## src/rtl/simple_bus_arbiter.sv

```systemverilog
`default_nettype none
// ============================================================================
// simple_bus_arbiter : round-robin arbiter funnelling NUM_REQ requesters onto
//                      one simple memory bus, with a transfer timeout.
// Revision 1.0
// ============================================================================
module simple_bus_arbiter #(
    parameter int NUM_REQ = 4,
    parameter int TIMEOUT = 16
) (
    input  logic                   clk,
    input  logic                   rst_n,
    input  logic [NUM_REQ-1:0]     req_i,
    input  logic [NUM_REQ*8-1:0]   addr_i,
    input  logic [NUM_REQ*8-1:0]   data_i,
    input  logic [NUM_REQ*2-1:0]   mode_i,
    output logic [NUM_REQ-1:0]     gnt_o,
    output logic [NUM_REQ-1:0]     done_o,
    output logic                   timeout_o,
    output logic                   busy_o,
    output logic                   bus_req,
    input  logic                   bus_gnt,
    output logic [7:0]             bus_addr,
    output logic [7:0]             bus_data,
    output logic [1:0]             bus_mode,
    output logic                   bus_start,
    input  logic                   bus_rdy
);

    localparam int PTR_W = (NUM_REQ > 1) ? $clog2(NUM_REQ) : 1;
    localparam int CNT_W = (TIMEOUT > 1) ? $clog2(TIMEOUT) : 1;

    localparam logic [PTR_W-1:0] IDX_LAST = PTR_W'(NUM_REQ - 1);
    localparam logic [CNT_W-1:0] CNT_LAST = CNT_W'(TIMEOUT - 1);

    typedef enum logic [1:0] {
        ST_IDLE     = 2'd0,
        ST_WAIT_GNT = 2'd1,
        ST_XFER     = 2'd2
    } state_t;

    state_t             state_q,     state_d;
    logic [PTR_W-1:0]   ptr_q,       ptr_d;
    logic [PTR_W-1:0]   owner_q,     owner_d;
    logic [CNT_W-1:0]   cnt_q,       cnt_d;
    logic [NUM_REQ-1:0] gnt_q,       gnt_d;
    logic [NUM_REQ-1:0] done_q,      done_d;
    logic               timeout_q,   timeout_d;
    logic               busy_q,      busy_d;
    logic               bus_req_q,   bus_req_d;
    logic               bus_start_q, bus_start_d;
    logic [7:0]         bus_addr_q,  bus_addr_d;
    logic [7:0]         bus_data_q,  bus_data_d;
    logic [1:0]         bus_mode_q,  bus_mode_d;

    logic [7:0]         addr_arr [NUM_REQ];
    logic [7:0]         data_arr [NUM_REQ];
    logic [1:0]         mode_arr [NUM_REQ];

    logic               win_found;
    logic [PTR_W-1:0]   win_idx;
    logic [PTR_W-1:0]   cand;

    genvar gk;
    generate
        for (gk = 0; gk < NUM_REQ; gk++) begin : g_unpack
            assign addr_arr[gk] = addr_i[8*gk +: 8];
            assign data_arr[gk] = data_i[8*gk +: 8];
            assign mode_arr[gk] = mode_i[2*gk +: 2];
        end
    endgenerate

    function automatic logic [PTR_W-1:0] next_idx(input logic [PTR_W-1:0] idx);
        return (idx == IDX_LAST) ? '0 : idx + PTR_W'(1);
    endfunction

    // Scan from the round-robin pointer, wrapping at NUM_REQ-1.
    always_comb begin
        win_found = 1'b0;
        win_idx   = ptr_q;
        cand      = ptr_q;
        for (int i = 0; i < NUM_REQ; i++) begin
            if (!win_found && req_i[cand]) begin
                win_found = 1'b1;
                win_idx   = cand;
            end
            cand = next_idx(cand);
        end
    end

    always_comb begin
        state_d     = state_q;
        ptr_d       = ptr_q;
        owner_d     = owner_q;
        cnt_d       = cnt_q;
        gnt_d       = gnt_q;
        done_d      = '0;
        timeout_d   = 1'b0;
        bus_req_d   = bus_req_q;
        bus_start_d = 1'b0;
        bus_addr_d  = bus_addr_q;
        bus_data_d  = bus_data_q;
        bus_mode_d  = bus_mode_q;

        case (state_q)
            ST_IDLE: begin
                if (win_found) begin
                    state_d          = ST_WAIT_GNT;
                    owner_d          = win_idx;
                    gnt_d            = '0;
                    gnt_d[win_idx]   = 1'b1;
                    bus_req_d        = 1'b1;
                    bus_addr_d       = addr_arr[win_idx];
                    bus_data_d       = data_arr[win_idx];
                    bus_mode_d       = mode_arr[win_idx];
                end
            end
            ST_WAIT_GNT: begin
                if (bus_gnt) begin
                    state_d     = ST_XFER;
                    cnt_d       = '0;
                    bus_start_d = 1'b1;
                end
            end
            ST_XFER: begin
                // Ready takes priority over an expiring counter in the same cycle.
                if (bus_rdy || (cnt_q == CNT_LAST)) begin
                    state_d   = ST_IDLE;
                    gnt_d     = '0;
                    bus_req_d = 1'b0;
                    ptr_d     = next_idx(owner_q);
                    if (bus_rdy) begin
                        done_d = gnt_q;
                    end else begin
                        timeout_d = 1'b1;
                    end
                end else begin
                    cnt_d = cnt_q + CNT_W'(1);
                end
            end
            default: begin
                state_d   = ST_IDLE;
                gnt_d     = '0;
                bus_req_d = 1'b0;
            end
        endcase

        busy_d = (state_d != ST_IDLE);
    end

    always_ff @(posedge clk or negedge rst_n) begin
        if (!rst_n) begin
            state_q     <= ST_IDLE;
            ptr_q       <= '0;
            owner_q     <= '0;
            cnt_q       <= '0;
            gnt_q       <= '0;
            done_q      <= '0;
            timeout_q   <= 1'b0;
            busy_q      <= 1'b0;
            bus_req_q   <= 1'b0;
            bus_start_q <= 1'b0;
            bus_addr_q  <= '0;
            bus_data_q  <= '0;
            bus_mode_q  <= '0;
        end else begin
            state_q     <= state_d;
            ptr_q       <= ptr_d;
            owner_q     <= owner_d;
            cnt_q       <= cnt_d;
            gnt_q       <= gnt_d;
            done_q      <= done_d;
            timeout_q   <= timeout_d;
            busy_q      <= busy_d;
            bus_req_q   <= bus_req_d;
            bus_start_q <= bus_start_d;
            bus_addr_q  <= bus_addr_d;
            bus_data_q  <= bus_data_d;
            bus_mode_q  <= bus_mode_d;
        end
    end

    assign gnt_o     = gnt_q;
    assign done_o    = done_q;
    assign timeout_o = timeout_q;
    assign busy_o    = busy_q;
    assign bus_req   = bus_req_q;
    assign bus_start = bus_start_q;
    assign bus_addr  = bus_addr_q;
    assign bus_data  = bus_data_q;
    assign bus_mode  = bus_mode_q;

endmodule
`default_nettype wire

```

## config.mk

```make
export PLATFORM = sky130hd
export DESIGN_NAME = simple_bus_arbiter
export DESIGN_NICKNAME = d
export VERILOG_FILES = /design/src/rtl/simple_bus_arbiter.sv
export SDC_FILE = /design/constraint.sdc
export NUM_CORES = 1
export LEC_CHECK = 0
export ABC_AREA = 1
export BUFFER_PORTS_ARGS = -buffer_cell sky130_fd_sc_hd__buf_4
export CORE_MARGIN = 10
export CORE_UTILIZATION = 49
export CTS_CLUSTER_SIZE = 30
export DETAILED_ROUTE_END_ITERATION = 6
export GPL_TIMING_DRIVEN = 0
export PLACE_DENSITY_LB_ADDON = 0.2
export SETUP_SLACK_MARGIN = 0.05
export SYNTH_ARGS = -nofsm -noshare
export SYNTH_HDL_FRONTEND = slang
export SYNTH_SLANG_ARGS = --single-unit
```

## constraint.sdc

```tcl
create_clock -name clk -period 5.3 [get_ports clk]
set_input_delay 0.53 -clock clk [delete_from_list [all_inputs] [get_ports clk]]
set_output_delay 0.53 -clock clk [all_outputs]
set_load 0.03 [all_outputs]
```

# --- Word-level counts from Yosys, hierarchy flattened ---
# Cells that the tools add are included.
word_totals:
  wordCells: 104
  reg_bits: 40
  output_inout_bits: 30
op_classes:
  addsub: 5
  n_reduce_logical: 15
  n_eq_ne: 11
  n_bitwise: 2
  order_cmp: 7
  mux: 51
ops:
  columns: ["operator", "count"]
  rows:
  - ["binary-select mux 8 bit (select 2 bit)", 2]
  - ["2-to-1 mux 8 bit", 4]
  - ["2-to-1 mux 4 bit", 7]
  - ["2-to-1 mux 2 bit", 12]
  - ["2-to-1 mux 1 bit", 16]
  - ["less-than comparator 2 x 3 -> 1 bit (second input constant)", 5]
  - ["case mux 4 bit (3 select lines)", 1]
  - ["equality test 2 bit (second input constant)", 5]
  - ["adder 2 x 1 -> 2 bit (second input constant)", 4]
  - ["binary-select mux 1 bit (select 2 bit)", 4]
  - ["inequality test 2 bit (second input constant)", 4]
  - ["case mux 4 bit (2 select lines)", 1]
  - ["case mux 2 bit (3 select lines)", 1]
  - ["AND reduction 3 bit", 2]
  - ["adder 4 x 1 -> 4 bit (second input constant)", 1]
  - ["binary-select mux 2 bit (select 2 bit)", 1]
  - ["equality test 4 bit (second input constant)", 1]
  - ["logical AND 1 bit", 4]
  - ["AND reduction 2 bit", 2]
  - ["nonzero test 2 bit", 2]
  - ["greater-or-equal comparator 3 bit (second input constant)", 1]
  - ["logical NOT 1 bit", 3]
  - ["inverter 2 -> 3 bit", 1]
  - ["case mux 1 bit (3 select lines)", 1]
  - ["6 further kinds", 6]

# --- Longest topological paths before layout ---
# Gate-level depths: netlist of the first run.
logic_depth:
  ltp_word: 18
  depth_mapped: 18
  ltp_nobuf: 17

# --- Worst setup path before layout of the first run ---
# No wires, ideal clock.
synth_timing:
  kind: "reg2reg"
  from: "register ptr_q[0]"
  to: "register bus_addr_q[0] (netlist: bus_addr[0])"
  setup_slack_ps: 3212
  arrival_ps: 1972
  stages_incl_launch_ff: 17
  n_path_buf: 1
  required_time_ps: 5183
  cell_sequence: "dfrtp_1 > ha_1 > inv_1 > nand2_2 > nand2_2 > nand2_1 > nand2_2 > nand3_4 > nand2_1 > nand2_4 > buf_4 > nand3_1 > nand2_1 > nand2_1 > nand2_1 > nand2_1 > nand2_1"
synth_via:
  elab_chain_len: 16
  word_cells_on_any_way: 35
  cone_classes: "3 x add/sub; 3 x eq/ne; 21 x mux; 1 x bitwise; 7 x reduce/logical"
synth_rtl:
  columns: ["item", "line", "source"]
  rows:
  - ["start, declared", "43", "logic [PTR_W-1:0] ptr_q, ptr_d;"]
  - ["start signal, assigned", "168", "ptr_q <= ptr_d;"]
  - ["branches (longest 16 deep; another with adder 2 x 1 -> 2 bit)", null, null]
  - ["end signal, assigned", "177", "bus_addr_q <= bus_addr_d;"]
  - ["end, declared", "52", "logic [7:0] bus_addr_q, bus_addr_d;"]
# Several ways; the timed one is not identified. The select of a mux whose other input is x is not followed.
# A chain may end at the register's enable or synchronous reset.

# --- Final worst setup path of the first run ---
layout_timing:
  from: "register ptr_q[1]"
  to: "register bus_addr_q[3] (netlist: bus_addr[3])"
# The elaborated chain is that of the path after synthesis.

==> results of run 1 <==
[metrics by stage]
stage	area, sq um	setup slack, ns	utilization, %	power, W
6_report	3765	2.744	68.37	0.003051
5_1_grt	3765	2.455	68.37	0.003398
4_1_cts	3765	2.734	68.37	0.003064
3_5_place_dp	3687	2.763	66.96	0.002866
3_3_place_gp	3687	2.808	66.96	0.002811
2_1_floorplan	2779	3.212	-	0.002236
[cells by family (layout without fill, tap and decap cells)]
logic type               after synthesis  count (layout)  synth area share, %
AO/OA/AOI/OAI                         16              16                3.287
adder cells (fa/ha/maj)                3               3                1.351
AND/OR/NAND/NOR                      317             317                50.07
flip-flops                            40              40                36.02
buffers and inverters                 50             166                9.275
[Yosys cell counts, drive strengths merged]
| library cell | count |
|---|---|
| nand2 | 206 |
| o21ai | 9 |
| nand4 | 1 |
| buf | 21 |
| o31ai | 2 |
| nor2 | 14 |
| o211ai | 1 |
| nand3 | 92 |
| nor3 | 3 |
| inv | 29 |
| dfrtp | 40 |
| ha | 3 |
| a21oi | 4 |
| and3 | 1 |
[final timing paths]
path,slack [ns],endpoint,depth (start not counted)
worst min register to register,0.48,bus_data[2],2
worst max-delay path,2.74,bus_addr[3],16
max in group asynchronous,4.74,ptr_q[1],1
worst min-delay path,0.21,bus_data[1],1
worst max register to register,2.74,bus_addr[3],16
min in group clk,0.41,timeout_o,2
[power breakdown]
part	leakage, nW	internal, W	switching [W]
registers	0.516	0.000422	0.0000644
clock network	0.0410	0.0000894	0.0000972
logic	1.67	0.000817	0.00156
total	2.23	0.00133	0.00172
[final cells by class]
class | count | area [sq um] | area share [%]
inverter | 29 | 113.9 | 3.024
multi-input combinational | 336 | 1520 | 40.38
tap | 72 | 90.09 | 2.393
timing repair buffer | 109 | 818.3 | 21.73
clock buffer | 6 | 72.57 | 1.928
sequential | 40 | 1001 | 26.59
clock inverter | 1 | 5.005 | 0.1329
buffer | 21 | 143.9 | 3.822
[sequential cells by signal, indices dropped and copies added (netlist names)]
| name | count |
|---|---|
| bus_addr | 8 |
| bus_data | 8 |
| cnt_q | 4 |
| timeout_o | 1 |
| state_q | 2 |
| bus_req | 1 |
| bus_start | 1 |
| owner_q | 2 |
| bus_mode | 2 |
| busy_o | 1 |
| done_o | 4 |
| gnt_o | 4 |
| ptr_q | 2 |
[routing by layer]
layer / vias to the layer above / routed length (microns)
met5: - / 0
met4: 0 / 154
met3: 12 / 747
met2: 97 / 4525
met1: 1407 / 3389
li1: 1591 / -
==> summary.txt, run 1 <==
Run status
  • Status: finished, final reports clean

Layout
  • Final Instance Count excl. Fillers: 614
  • Most frequent cells in the layout: 196 x nand2_1, 115 x buf_4, 89 x nand3_1
  • Layout cells sized above 1: 28.97%
  • Commonest non-fill, non-tap cell in the layout: nand2_1
  • Fillers: 506
  • Area Overhead vs Synth: 35.48%
  • Final nets: 625
  • Antenna cells: 0

Worst setup path
  • Most frequent CP cell: nand2_1
  • Worst setup SP type: flop
  • Setup crit end kind: flop
  • Crit path cell chain: ha_1 > inv_1 > nand3_1 > nand2_1 > nand2_1 > inv_2 > nand2_2 > nand2_1 > nand3_2 > buf_4 > nand3_1 > nand2_1 > nand2_1 > nand2_1 > nand2_1 > nand2_1
  • CP required: 5.47 ns
  • CP Data Arrival Time: 2.73 ns
  • Crit path max fanout: 10
  • Crit-path slowest cell: dfrtp_1
  • Crit path largest cell delay: 0.43 ns
  • RR Startpoint: ptr_q[1]
  • Worst Path Buf+Inv: 3
  • Worst setup path start: ptr_q[1]
  • CP Class: reg -> reg
  • CP delay by family, top: simple AND/OR/NAND/NOR gates

Drt
  • Antenna viol nets, final: 0
  • DR vias: 3107
  • TritonRoute pass-1 iters: 4
  • Initial drt markers: 223
  • Routed wire per std cell: 14.36 microns
  • Remaining DRCs: 0
  • Final wirelength: 8817 microns
  • Via/cell ratio: 5.060

Clock network
  • H-tree levels: 2
  • Clk sinks: 40
  • Max Buffers Root-to-Sink: 2
  • CTS Hold Buffers Added: 0
  • Worst-path clk slew: 0.07 ns
  • CTS root buffer: clkbuf_8
  • Post-CTS Setup Inserts: 0
  • CTS buffer count: 5
  • Post_cts resized: 0
  • CTS tree: yes
  • Clk_lat worst skew: 0.29 ns

Die
  • Initial Util: 50.47%
  • Core ar.: 5507 sq um
  • IO Count: 110
  • Placement Rows: 27
  • Die X-Extent: 95.31 microns
  • Die H: 95.31 microns
  • Area of the die: 9083 sq um

Timing
  • Fin. Hold Viols: 0
  • Setup tns final: 0 ns
  • Least-Margin Pin Slew: 0.5043 ns
  • Fin crit share: 48.22%
  • Fmax: 391.3 MHz
  • RSZ-0062 raised after global routing: false
  • Slew headroom: 66.38%
  • # setup viols final: 0
  • Worst hold margin: 0.2094 ns
  • Max Clock Skew: 0.006864 ns
  • Final Max Slew Viols: 0
  • Tmin final: 2.556 ns

Logic synthesis
  • Synth top area share: 36.02%
  • Area contributors post-synth: dfrtp_1 36%, nand2_1 26%, nand3_1 16%
  • Register area share after synthesis: 36.02%
  • Avg Inst Size Synth: 6.523 sq um
  • Synth cell types: 26
  • Mapped Nets: 509
  • Synth Register Bits: 40
  • Post-synth top area cell: dfrtp_1
  • Syn Inst Count: 426
  • Cell area after synthesis: 2779 sq um
  • Yosys warning count: 0

Global route
  • Global-route wire length before repair: 14150 microns
  • Initial antenna violation count: 0
  • Met1 usage: 20.92%
  • Most used routing layer: met2
  • Routing usage on met2: 35.80%
  • Largest net degree at the start of global routing: 41
  • Remaining Overflow, GRT: 0
  • Vias in the first global route: 3100
  • Met3 GRT Util: 4.635%
  • Total global routing track utilization: 19.10%

Worst hold path
  • Hold crit path type: in -> async

Placement
  • Post-DP HPWL: 7053 microns
  • RD Place Congestion: 0.8690
  • Port Buffers: 109
  • Placed insts: 607

Power
  • LEAKAGE: 2.229 nW
  • Max VDD drop: 0.0004064 V
  • Power per cell area: 810.3 nW/um^2

Job
  • Max Cap Viol: 0
No activity file was read; power rests on OpenSTA's default activity.
==> run 2, diff against run 1 <==
--- a/config.mk
+++ b/config.mk
@@ -8,7 +8,7 @@
 export ABC_AREA = 1
 export BUFFER_PORTS_ARGS = -buffer_cell sky130_fd_sc_hd__buf_4
 export CORE_MARGIN = 10
-export CORE_UTILIZATION = 49
+export CORE_UTILIZATION = 44
 export CTS_CLUSTER_SIZE = 30
 export DETAILED_ROUTE_END_ITERATION = 6
 export GPL_TIMING_DRIVEN = 0
==> constraint.sdc (replaced) <==
create_clock -name clk -period 2.13 [get_ports clk]
set_input_delay 0.213 -clock clk [delete_from_list [all_inputs] [get_ports clk]]
set_output_delay 0.213 -clock clk [all_outputs]
set_load 0.03 [all_outputs]
==> run 2 against run 1 <==
The run now ends with setup timing left. Cell count is 4.1% higher. Non-clock buffer count rose by 20. Fmax increased by 14%. Worst hold slack got worse by 0.12 ns. Clock-buffer cell count is the same. Critical path type unchanged. Critical endpoint is now bus_addr[1].
==> summary.txt, run 2 (synthesis results as in run 1) <==
Timing
  • Max Clock Skew: 0.004810 ns
  • Least-Margin Pin Slew: 0.4960 ns
  • Fin. Hold Viols: 0
  • Fmax: 445.3 MHz
  • Slew headroom: 66.93%
  • Fin crit share: 105.4%
  • Tmin final: 2.245 ns
  • Final Max Slew Viols: 0
  • # setup viols final: 19
  • Setup slack after layout: -0.1155 ns
  • RSZ-0062 raised after global routing: true

Worst setup path
  • CP Data Arrival Time: 2.44 ns
  • CP Class: reg -> reg
  • Setup crit end kind: flop
  • Crit path max fanout: 10
  • Worst setup SP type: flop
  • CP required: 2.32 ns
  • R2R cell count: 16

Layout
  • Final nets: 646
  • Final Instance Count excl. Fillers: 639
  • Fillers: 479
  • Layout cells sized above 1: 41.67%
  • Commonest non-fill, non-tap cell in the layout: nand2_1
  • Most frequent cells in the layout: 176 x nand2_1, 122 x buf_4, 57 x nand3_1
  • Antenna cells: 0
  • Area Overhead vs Synth: 59.75%

Drt
  • Remaining DRCs: 0
  • TritonRoute pass-1 iters: 5
  • DR vias: 3374
  • Routed wire per std cell: 16.37 microns
  • Final wirelength: 10460 microns
  • Antenna viol nets, final: 0
  • Via/cell ratio: 5.280
  • Initial drt markers: 216

Run status
  • Status: finished with violations
  • Failing checks: setup timing

Job
  • Max Cap Viol: 0

Die
  • Core ar.: 6026 sq um
  • Placement Rows: 28
  • IO Count: 110
  • Die H: 99.47 microns
  • Die X-Extent: 99.47 microns
  • Initial Util: 46.12%
  • Area of the die: 9894 sq um

Worst hold path
  • Hold Path Stages: 2
  • Hold crit path type: in -> reg

Placement
  • RD Place Congestion: 0.8390
  • Placed insts: 610
  • Post-DP HPWL: 7219 microns
  • Port Buffers: 109

Global route
  • Global-route wire length before repair: 15970 microns
  • Initial antenna violation count: 0
  • Total global routing track utilization: 19.51%
  • Largest net degree at the start of global routing: 41
  • Vias in the first global route: 3334
  • Remaining Overflow, GRT: 0

Clock network
  • Clk sinks: 40
  • H-tree levels: 2
  • CTS root buffer: clkbuf_8
  • CTS tree: yes
  • CTS buffer count: 5
  • Clk_lat worst skew: 0.29 ns
  • Worst-path clk slew: 0.08 ns
  • Max Buffers Root-to-Sink: 2
run 2: changes by cell type in the layout (fill, tap and decap cells not counted), sizes merged:
cell | previous run | this run
buf | 130 | 148
bufinv | 0 | 1
clkbuf | 6 | 7
dlygate4sd3 | 0 | 1
nand2 | 206 | 207
run 2: layer usage:
layer | part of all wire (%) | up-vias | wire length, microns | GRT usage, %
met5 | 0 | - | 0 | 0
met4 | 3.4 | 0 | 352 | 7.166
met3 | 5.9 | 32 | 622 | 4.983
met2 | 51 | 140 | 5344 | 34.67
met1 | 40 | 1563 | 4142 | 21.89
li1 | - | 1639 | - | -
run 2: critical path, stage by stage, from the launching register on:
cell and delay [ns]:
dfrtp_2 0.45, ha_4 0.30, inv_8 0.10, nand2_8 0.06, nand2_4 0.08, nand2_1 0.06, nand2_1 0.11, nand2_4 0.09
o211ai_1 0.16, nand2_1 0.13, nand2_1 0.10, nand2_2 0.08, buf_6 0.15, nand2_1 0.08, nand2_2 0.07, nand2_1 0.05
nand2_1 0.05
run 2: stage by stage:
step / worst slack [ns] / util, % / area (sq um) / TNS (ns) / hold WS [ns]
floorplan: 0.1029 / - / 2779 / 0 / -0.08259
global placement: -0.2479 / 61.25 / 3691 / -4.605 / 0.2102
detailed placement: -0.2503 / 61.25 / 3691 / -5.013 / 0.2160
CTS: 0.01408 / 70.25 / 4233 / 0 / 0.07497
global route: -0.2465 / 73.67 / 4439 / -4.036 / 0.07087
finish: -0.1155 / 73.67 / 4439 / -1.480 / 0.08906
run 2: final cells by class:
| class | instances | area (sq um) | share of cell area (%) |
|---|---|---|---|
| Clock buffer | 6 | 72.57 | 1.635 |
| Clock inverter | 2 | 35.03 | 0.7892 |
| Inverter | 29 | 128.9 | 2.903 |
| Tap cell | 75 | 93.84 | 2.114 |
| Buffer | 21 | 227.7 | 5.130 |
| Sequential cell | 40 | 1002 | 22.58 |
| Multi-Input combinational cell | 337 | 1849 | 41.66 |
| Timing Repair Buffer | 129 | 1030 | 23.20 |
run 2: repair_timing:
item	4_1_cts	5_1_grt
resized for setup	71	43
hold endpoints to repair	40	0
pin swaps	37	17
setup buffers	9	3
gates cloned	7	1
setup endpoints to repair	27	27
hold buffers	1	0
run 2: path summary, 6_finish.rpt:
path | start | to | slack [ns]
worst min-delay path | bus_rdy | timeout_o | 0.09
min in group asynchronous | rst_n | bus_data[6] | 0.43
worst min register to register | bus_addr[7] | bus_addr[7] | 0.48
max in group asynchronous | rst_n | ptr_q[0] | 1.33
worst max-delay path | ptr_q[0] | bus_addr[1] | -0.12
worst max register to register | ptr_q[0] | bus_addr[1] | -0.12
Power of run 2 is not shown: default switching activity piles up to over one toggle a cycle in this logic, so the estimate is an artifact.
==> run 3, diff against run 2 <==
--- a/config.mk
+++ b/config.mk
@@ -5,15 +5,17 @@
 export SDC_FILE = /design/constraint.sdc
 export NUM_CORES = 1
 export LEC_CHECK = 0
-export ABC_AREA = 1
+export ABC_AREA = 0
 export BUFFER_PORTS_ARGS = -buffer_cell sky130_fd_sc_hd__buf_4
 export CORE_MARGIN = 10
-export CORE_UTILIZATION = 44
+export CORE_UTILIZATION = 46
 export CTS_CLUSTER_SIZE = 30
 export DETAILED_ROUTE_END_ITERATION = 6
+export GPL_ROUTABILITY_DRIVEN = 1
 export GPL_TIMING_DRIVEN = 0
 export PLACE_DENSITY_LB_ADDON = 0.2
 export SETUP_SLACK_MARGIN = 0.05
+export SLEW_MARGIN = 20
 export SYNTH_ARGS = -nofsm -noshare
 export SYNTH_HDL_FRONTEND = slang
 export SYNTH_SLANG_ARGS = --single-unit
==> run 3 against run 2 <==
The run still ends with setup timing left. Via count increased by 18%. Cell area rose by 17%. Largest cell class unchanged. Critical path depth fell by 6. Fmax fell by 20%. Utilization grew 3.0 points. Area after synthesis is 16% higher. Highest routed layer unchanged. Global-route usage is 2.8 points higher. Register-to-register slack got worse by 0.57 ns. Worst setup slack got worse by 0.57 ns.
==> summary.txt, run 3 <==
Run status
  • Status: finished with violations
  • Failing checks: setup timing

Worst setup path
  • Setup crit end kind: flop
  • R2R Setup Slk: -0.69 ns
  • Worst setup SP type: flop
  • R2R cell count: 10
  • CP Data Arrival Time: 3.04 ns
  • R2r endpoint: bus_data[0]
  • RR Startpoint: ptr_q[0]
  • Crit path max fanout: 10
  • CP Class: reg -> reg
  • CP required: 2.35 ns

Layout
  • Commonest non-fill, non-tap cell in the layout: buf_4
  • Final instance area: 5210 sq um
  • Layout cells sized above 1: 55.29%
  • Antenna cells: 0
  • Final Instance Count excl. Fillers: 606
  • Final nets: 592
  • Area Overhead vs Synth: 61.77%
  • Most frequent cells in the layout: 137 x buf_4, 38 x dfrtp_1, 27 x nand2_1

Global route
  • Global-route wire length before repair: 20340 microns
  • Met1 usage: 28.36%
  • Total global routing track utilization: 22.28%
  • Most used routing layer: met2
  • Initial antenna violation count: 0
  • Met3 GRT Util: 5.576%
  • Largest net degree at the start of global routing: 41
  • Routing usage on met2: 34.91%
  • Remaining Overflow, GRT: 0
  • Vias in the first global route: 4008

Power
  • Max VDD drop: 0.0009228 V
  • LEAKAGE: 2.150 nW
  • Total power: 0.009178 W
  • Power per cell area: 1762 nW/um^2

Placement
  • Placed insts: 569
  • RD Place Congestion: 0.9612
  • Port Buffers: 109
  • Post-DP HPWL: 8903 microns
  • Place WS: -0.9230 ns
  • Placed cell area: 4247 sq um

Die
  • Initial Util: 47.40%
  • Die H: 103.7 microns
  • Core ar.: 6794 sq um
  • Area of the die: 10750 sq um
  • IO Count: 110
  • Die X-Extent: 103.7 microns
  • Placement Rows: 30

Logic synthesis
  • Fraction of registers with async set or reset after synthesis: 100.0%
  • Dominant cell by count in the synthesized netlist: dfrtp_1
  • Adder-cell area share of the yosys netlist: 1.166%
  • Area contributors post-synth: dfrtp_1 31%, a211oi_2 5.8%, o2111ai_1 4.9%
  • Number of synthesized flops with an enable pin: 0
  • Syn Inst Count: 364
  • Synth top cells by count: 40 x dfrtp_1, 28 x nand2_1, 25 x nor2_1, 23 x o21ai_0, 21 x or3_1
  • Top FF cell, synth: dfrtp_1
  • Mapped Nets: 447
  • Post-synthesis compound-gate area fraction: 38.03%
  • Cell area after synthesis: 3221 sq um
  • Simple-Gate Fraction of Synth Area: 18.96%
  • Synth top area share: 31.08%
  • Register area share after synthesis: 31.08%
  • Post-synthesis xor/xnor area fraction: 0.2720%
  • Post-synth top area cell: dfrtp_1
  • Yosys warning count: 0
  • Synth Register Bits: 40
  • Mux share of post-synthesis cell area: 3.613%
  • Largest family of logic cells by synthesized area: compound AO/OA/AOI/OAI gates
  • Synth cell types: 53
  • Avg Inst Size Synth: 8.848 sq um

Worst hold path
  • Hold Path Stages: 2
  • Hold crit path type: in -> reg
  • Hold_sp: bus_rdy
  • Hold path endpoint: timeout_o

Timing
  • Fin crit share: 132.3%
  • # setup viols final: 27
  • Fin. Hold Viols: 0
  • RSZ-0062 raised after global routing: true
  • Fmax: 355.0 MHz
  • Slew headroom: 50.09%
  • Final Max Slew Viols: 0
  • Tmin final: 2.817 ns
  • Least-Margin Pin Slew: 0.7487 ns
  • Max Clock Skew: 0.01319 ns
  • Setup slack after layout: -0.6873 ns
  • Setup tns final: -15.47 ns

Clock network
  • CTS root buffer: clkbuf_8
  • Clk sinks: 40
  • Max Buffers Root-to-Sink: 2
  • H-tree levels: 2
  • Clk_lat worst skew: 0.31 ns
  • CTS buffer count: 5
  • Worst-path clk slew: 0.10 ns
  • CTS tree: yes

Drt
  • DR vias: 3965
  • Antenna viol nets, final: 0
  • Initial drt markers: 361
  • Via/cell ratio: 6.543
  • TritonRoute pass-1 iters: 5
  • Final wirelength: 13900 microns
  • Remaining DRCs: 0
  • Routed wire per std cell: 22.94 microns

Job
  • Max Cap Viol: 0
-- run 3: cell count changes after synthesis, moves of 12 or more --
| cell | change |
|---|---|
| a211oi_2 | +15 |
| inv_1 | -13 |
| o221ai_1 | +17 |
| nor2_1 | +12 |
| clkbuf_1 | +18 |
| o21ai_0 | +18 |
| or2_2 | +15 |
| nand3_1 | -85 |
| o211ai_1 | +16 |
| o2111ai_1 | +18 |
| nand2_1 | -168 |
| or3_1 | +21 |
| o41ai_1 | +13 |
-- run 3: power breakdown --
part	switching, W	total [W]	internal, W
clock network	0.000325	0.000673	0.000348
registers	0.000238	0.00132	0.00108
logic	0.00390	0.00718	0.00328
total	0.00447	0.00918	0.00471
-- run 3: layout make-up --
class                      count  area (sq um)
fill                         448          1584
timing repair buffer         140          1097
clock buffer                   5         68.82
sequential                    40          1003
tap                           96         120.1
inverter                       9         33.78
multi-input combinational    279          2481
clock inverter                 3         42.54
buffer                        34         362.8
-- run 3: through the flow --
step,hold WS [ns],utilization [%]
2_1_floorplan,-0.08259,-
3_3_place_gp,0.2302,62.50
3_5_place_dp,0.2368,62.50
4_1_cts,0.1149,71.09
5_1_grt,0.1150,76.69
6_report,0.1177,76.69
-- run 3: what timing repair did --
item | in CTS | in global routing
gates resized for setup | 87 | 79
hold endpoints to repair | 40 | 0
endpoints found under the setup margin | 27 | 32
hold buffers | 1 | 0
pin swaps | 24 | 29
cloned | 1 | 1
buffers inserted | 16 | 12
-- run 3: how the worst max path moves through the flow --
| stage | end | startpoint |
|---|---|---|
| floorplan | bus_data[0] | ptr_q[1] |
| detailed placement | bus_data[1] | ptr_q[1] |
| CTS | bus_addr[6] | ptr_q[0] |
| finish | bus_data[0] | ptr_q[0] |
| global placement | bus_data[1] | ptr_q[1] |
| global route | bus_mode[1] | ptr_q[0] |
-- run 3: cells by family (layout without fill, tap and decap cells) --
group	count (synthesis)	in the layout
buffers and inverters	45	191
and+or+nand+nor	118	118
muxes	9	9
xor gates and xnor gates	1	1
AOI/OAI and AO/OA	148	148
adders and majority gates	3	3
DFF	40	40
-- run 3: routing by layer --
layer,wire length [microns],vias up
li1,-,1728
met1,5800,1930
met2,6504,255
met3,1089,52
met4,510,0
met5,0,-
-- run 3: critical path: stages, from the launching register on --
cell       delay (ns)
dfrtp_2          0.47
ha_4             0.30
buf_8            0.12
mux4_2           0.34
or4_4            0.48
nand4_1          0.19
buf_4            0.22
nor2_1           0.06
o21ai_0          0.23
o2111ai_2        0.19
o211ai_1         0.13
